**src/rtl/ram_pkg.sv**
```systemverilog
// Shared types and constants for the ram_bank storage block and its array.
package ram_pkg;

  typedef enum logic {
    ST_CLEAR = 1'b0,
    ST_READY = 1'b1
  } ram_state_t;

  localparam int RD_LAT_MAX = 2;

  function automatic int be_width(input int data_w);
    return data_w / 8;
  endfunction

endpackage

```
**src/rtl/ram_array.sv**
```systemverilog
// Single-port storage with byte-enable writes and a registered read port
// whose output is zero in any cycle that did not follow a read.
module ram_array
  import ram_pkg::*;
#(
  parameter int DATA_W = 32,
  parameter int ADDR_W = 5,
  parameter int DEPTH  = 32
) (
  input  logic                        clk,
  input  logic                        rst_n,
  input  logic                        we_i,
  input  logic [be_width(DATA_W)-1:0] be_i,
  input  logic [ADDR_W-1:0]           addr_i,
  input  logic [DATA_W-1:0]           wdata_i,
  input  logic                        re_i,
  output logic [DATA_W-1:0]           rdata_o
);

  localparam int BE_W = be_width(DATA_W);

  logic [DATA_W-1:0] mem [DEPTH];
  logic [DATA_W-1:0] rdata_q;

  // NOTE: the array has no reset; a reset would turn it into flops instead of a
  // RAM macro. Known contents come from the clear sweep driven by the top level.
  always_ff @(posedge clk) begin
    if (we_i) begin
      for (int i = 0; i < BE_W; i++) begin
        if (be_i[i]) mem[addr_i][8*i +: 8] <= wdata_i[8*i +: 8];
      end
    end
  end

  always_ff @(posedge clk or negedge rst_n) begin
    if (!rst_n) rdata_q <= '0;
    else        rdata_q <= re_i ? mem[addr_i] : '0;
  end

  assign rdata_o = rdata_q;

endmodule

```
**src/rtl/ram_bank.sv**
```systemverilog
// Parametrised RAM bank: clear-sweep FSM, user access arbitration, out-of-range
// filtering and a 1- or 2-stage read pipeline carrying valid plus data.
module ram_bank
  import ram_pkg::*;
#(
  parameter int                DATA_W   = 32,
  parameter int                ADDR_W   = 5,
  parameter int                DEPTH    = 32,
  parameter int                RD_LAT   = 1,
  parameter logic [DATA_W-1:0] INIT_VAL = '0
) (
  input  logic                        clk,
  input  logic                        rst_n,
  input  logic                        clr,
  input  logic                        cen,
  input  logic                        wen,
  input  logic [be_width(DATA_W)-1:0] be,
  input  logic [ADDR_W-1:0]           addr,
  input  logic [DATA_W-1:0]           din,
  output logic                        ready,
  output logic                        rvalid,
  output logic [DATA_W-1:0]           dout
);

  localparam int                BE_W      = be_width(DATA_W);
  localparam logic [ADDR_W-1:0] LAST_ADDR = ADDR_W'(DEPTH - 1);
  localparam logic [ADDR_W:0]   DEPTH_L   = (ADDR_W + 1)'(DEPTH);

  if (RD_LAT < 1 || RD_LAT > RD_LAT_MAX) begin : g_bad_lat
    $error("ram_bank: RD_LAT must be 1 or 2");
  end
  if (DEPTH < 2 || DEPTH > (1 << ADDR_W)) begin : g_bad_depth
    $error("ram_bank: DEPTH out of range for ADDR_W");
  end

  ram_state_t        state_q, state_d;
  logic [ADDR_W-1:0] cnt_q, cnt_d;

  // NOTE: state registers use non-blocking assignments so every flop samples
  // the pre-edge value of its inputs regardless of process ordering.
  always_ff @(posedge clk or negedge rst_n) begin
    if (!rst_n) begin
      state_q <= ST_CLEAR;
      cnt_q   <= '0;
    end else begin
      state_q <= state_d;
      cnt_q   <= cnt_d;
    end
  end

  // NOTE: defaults are assigned before the case so no path leaves a variable
  // unassigned, which would otherwise infer a latch.
  always_comb begin
    state_d = state_q;
    cnt_d   = cnt_q;
    case (state_q)
      ST_CLEAR: begin
        if (clr) begin
          cnt_d = '0;
        end else if (cnt_q == LAST_ADDR) begin
          state_d = ST_READY;
          cnt_d   = '0;
        end else begin
          cnt_d = cnt_q + ADDR_W'(1);
        end
      end
      ST_READY: begin
        if (clr) begin
          state_d = ST_CLEAR;
          cnt_d   = '0;
        end
      end
    endcase
  end

  logic sweeping, accept, in_range, rd_accept;
  logic arr_we, arr_re;
  logic [BE_W-1:0]   arr_be;
  logic [ADDR_W-1:0] arr_addr;
  logic [DATA_W-1:0] arr_wdata, arr_rdata;

  assign sweeping  = (state_q == ST_CLEAR);
  assign ready     = (state_q == ST_READY);
  assign accept    = ready & cen & ~clr;
  assign in_range  = {1'b0, addr} < DEPTH_L;
  assign rd_accept = accept & ~wen;

  // The sweep owns the array port while clearing; user accesses never overlap it.
  assign arr_we    = sweeping | (accept & wen & in_range);
  assign arr_re    = rd_accept & in_range;
  assign arr_be    = sweeping ? {BE_W{1'b1}} : be;
  assign arr_addr  = sweeping ? cnt_q : addr;
  assign arr_wdata = sweeping ? INIT_VAL : din;

  ram_array #(
    .DATA_W (DATA_W),
    .ADDR_W (ADDR_W),
    .DEPTH  (DEPTH)
  ) u_array (
    .clk     (clk),
    .rst_n   (rst_n),
    .we_i    (arr_we),
    .be_i    (arr_be),
    .addr_i  (arr_addr),
    .wdata_i (arr_wdata),
    .re_i    (arr_re),
    .rdata_o (arr_rdata)
  );

  // Out-of-range reads still raise valid; the array returns zero for them.
  logic v1_q;

  always_ff @(posedge clk or negedge rst_n) begin
    if (!rst_n) v1_q <= 1'b0;
    else        v1_q <= rd_accept;
  end

  if (RD_LAT == 1) begin : g_lat1
    assign rvalid = v1_q;
    assign dout   = arr_rdata;
  end else begin : g_lat2
    logic              v2_q;
    logic [DATA_W-1:0] d2_q;

    always_ff @(posedge clk or negedge rst_n) begin
      if (!rst_n) begin
        v2_q <= 1'b0;
        d2_q <= '0;
      end else begin
        v2_q <= v1_q;
        d2_q <= arr_rdata;
      end
    end

    assign rvalid = v2_q;
    assign dout   = d2_q;
  end

endmodule
```
**config.mk**
```make
export PLATFORM = sky130hd
export DESIGN_NAME = ram_bank
export DESIGN_NICKNAME = d
export VERILOG_FILES = /design/src/rtl/ram_pkg.sv /design/src/rtl/ram_array.sv /design/src/rtl/ram_bank.sv
export SDC_FILE = /design/constraint.sdc
export NUM_CORES = 1
export LEC_CHECK = 0
export CAP_MARGIN = 20
export CORE_UTILIZATION = 45
export CTS_CLUSTER_DIAMETER = 200
export DETAILED_ROUTE_END_ITERATION = 12
export HOLD_SLACK_MARGIN = 0.02
export PLACE_DENSITY_LB_ADDON = 0.1
export SYNTH_ARGS = -nofsm -noshare
export SYNTH_HDL_FRONTEND = slang
export SYNTH_SLANG_ARGS = --single-unit
```
**constraint.sdc**
```tcl
create_clock -name clk -period 3.2 [get_ports clk]
set_clock_uncertainty 0.15 [all_clocks]
set_input_delay 0.32 -clock clk [delete_from_list [all_inputs] [get_ports clk]]
set_output_delay 0.32 -clock clk [all_outputs]
set_load 0.02 [all_outputs]
```
==> key figures <==
CTS
  – Clock tree buffer depth: 3
  – Cts bufs inserted: 108
  – Root Driver: clkbuf_16
  – Post-CTS Setup Inserts: 0
  – TritonCTS Sinks: 1063
  – H-tree depth: 3
  – Clk Latency, worst-skew pair: 680 ps
  – CTS tree: yes
  – Clk pin slew, worst setup/hold paths: 60 ps

Worst setup path
  – Maximum fanout along the worst path: 42
  – Worst setup SP type: flip-flop
  – Data required time at the worst endpoint: about 3600 ps
  – Crit path DAT: ~3500 ps
  – Critical path class: reg -> reg
  – Worst setup EP type: flip-flop

Floorplanning
  – Initial Utilization: about 46%
  – Die Span X: ~310 um
  – Top Ports: 80
  – Die Ht: between 300 and 400 um
  – Total die area: 94830 sq um
  – Core area: approximately 92000 sq um
  – Number of core rows: approximately 110

STA
  – Final period utilization: approximately 96%
  – Max-slew violations: 0
  – RSZ-0062 raised after global routing: no
  – Slew margin rel.: between 30% and 40%
  – Final number of setup-violating endpoints: 0
  – Achievable frequency: about 320 MHz
  – Hold_ws: about 230 ps
  – Total negative slack: 0 ps
  – Fin crit period: 3085 ps
  – Worst slew pin tran: roughly 1000 ps
  – Fin. Hold Viols: 0

Synth
  – Post-Syn Instances: 3312
  – Avg Inst Size Synth: 12.72 sq um
  – Most frequent cells after synthesis: edfxtp_1 (1024), nand2_1 (1011), nand3_1 (405)
  – Post-Syn Nets: around 3400
  – Yosys top cell by area: edfxtp_1
  – Share of the synthesized area in the top cell type: 73.00%
  – Post-synth EDFFs: 1024
  – Post-synthesis sequential area ratio: 75.32%
  – Count of cell types in the netlist: between 40 and 50
  – Synthesized flop and latch total: 1063
  – Post-synthesis instance area: around 42000 sq um
  – Most frequent cell after synthesis: edfxtp_1
  – Main synth FF type: edfxtp_1
  – Fraction of synthesis flops using an asynchronous set or reset pin: ~3.7%
  – Number of synthesis warnings: 0
  – Largest cells by area after synthesis: edfxtp_1 (73%), nand2_1 (9.0%), nand3_1 (4.8%)

Drt
  – Per-cell routed wire length: between 20 and 25 um
  – Via density: 5.483
  – Initial drt markers: between 2000 and 3000
  – DRC: 0
  – DR vias: roughly 27000
  – Final ANT Viol Nets: 0
  – Final wirelength: ~120000 um
  – Drt pass-1 iters: 5

Global routing
  – Vias in the first global route: 27085
  – Initial antenna violation count: 3
  – Largest net degree at the start of global routing: 73
  – GR Util All Layers: approximately 25%
  – First-pass GRT wire length: ~170000 um
  – Gr ovfl total: 0

Pwr
  – Max rail drop VDD: between 0.4 and 0.5 mV
  – Lkg Pwr: ~18 nW
  – PD cells: between 500 and 600 nW/um^2

Min path
  – Worst min path class: in -> async

Finish
  – Share of cells above drive strength 1: between 10% and 20%
  – # fillers: ~7800
  – Design Area, Final: 50130 sq um
  – Ant diodes: 0
  – Area growth syn-to-layout: 19.02%
  – Register Area: ~32000 sq um
  – Nets: between 3000 and 4000
  – Area occupied by multi-input gates: 9492 sq um
  – Final core utilization: approximately 54%

Placed design
  – DP Area: 46800 sq um
  – DPL Wire Length: roughly 74000 um
  – Number of I/O port buffers: 79
  – Routability cong.: ~0.86

Outcome
  – Status: finished clean

Flow run
  – Max Cap Viol: 0
[per-layer routing]
metal	share of wire [%]	GRT usage, %
met5	0.019	0
met4	2.2	6.352
met3	5.7	3.257
met2	50	42.06
met1	42	33.44
[per-stage QoR]
step / total power [mW] / instances / setup WS [ps]
after detailed placement: 17.48 / 4785 / -492.9
after CTS: 29.23 / 4984 / 83.38
final: 29.00 / 4984 / 114.9
after floorplan: 16.60 / 3312 / 343.0
after global placement: 17.46 / 4785 / -448.6
after global routing: 29.90 / 4984 / 13.46
[logic make-up (layout without fill, tap and decap cells)]
kind of cell               count (synthesis)  count (layout)  share of synthesized area, %
AOI/OAI and AO/OA                        272             272                         3.648
adders and majority gates                  2               2                       0.05940
buffers and inverters                    213             642                         2.442
DFF                                     1063            1063                         75.32
muxes                                     18              18                        0.6119
and+or+nand+nor                         1744            1744                         17.92
[layout make-up]
type	instances	share of cell area, %
clock buffers	139	5.726
repair buffers	444	8.102
clock inverters	59	0.8486
flip-flops and latches	1063	63.29
multi-input cells	2036	18.93
well taps	1243	3.102
[where the power goes]
part           internal (mW)  switching [mW]  total [mW]
clock network           6.70            5.11        11.8
registers               15.2          0.0385        15.2
logic                  0.704            1.26        1.96
[cells in the final DEF (no fill, tap or decap), types with 4 or more instances in the layout]
| master | n |
|---|---|
| a21oi_1 | 171 |
| mux2i_1 | 5 |
| or4_1 | 32 |
| clkinv_2 | 16 |
| o22ai_1 | 24 |
| buf_12 | 42 |
| nand3_1 | 405 |
| clkbuf_16 | 109 |
| mux4_2 | 5 |
| clkbuf_1 | 27 |
| and2_1 | 38 |
| buf_4 | 321 |
| clkinv_1 | 30 |
| a31oi_1 | 49 |
| and3_1 | 49 |
| nor4_1 | 30 |
| bufinv_16 | 5 |
| nand2_1 | 1011 |
| mux2_2 | 4 |
| nor3_1 | 5 |
| dfrtp_1 | 38 |
| nand4_1 | 9 |
| clkdlybuf4s50_1 | 78 |
| o2111ai_1 | 8 |
| nand2b_1 | 8 |
| o21ai_0 | 4 |
| nor2_1 | 148 |
| edfxtp_1 | 1024 |
[registers in the layout, summed over array words and instances (netlist names)]
signal,count
rvalid,1
u_array.rdata_o,32
ready,1
cnt_q,5
u_array.mem,1024
[worst max-delay path, stage by stage (launching register included)]
cell	delay (ps)
dfrtp_2	420
buf_12	190
mux2i_4	320
buf_12	200
buf_12	260
buf_4	250
nand2_1	70
nand3_1	90
a21oi_1	90
or4_1	620
nor4_4	280
[path summary, 6_finish.rpt]
| kind | slack [ps] | startpoint | end | cells past startpoint |
|---|---|---|---|---|
| worst max-delay path | 110 | ready | u_array.rdata_o[10] | 10 |
| worst min-delay path | 230 | rst_n | u_array.rdata_o[8] | 3 |
| worst max register to register | 110 | ready | u_array.rdata_o[10] | 10 |
| worst min register to register | 470 | ready | cnt_q[4] | 2 |
| max in group asynchronous | 2080 | rst_n | ready | 3 |
| min in group clk | 230 | clr | cnt_q[3] | 3 |
[repair_timing]
action                                  in CTS  in global routing
gates resized for setup                      2                  0
endpoints found under the setup margin       1                  1
hold buffers                                 1                  0
pin swaps                                    0                  0
endpoints found under the hold margin       39                  0
Power figures use the tool's default switching activity.
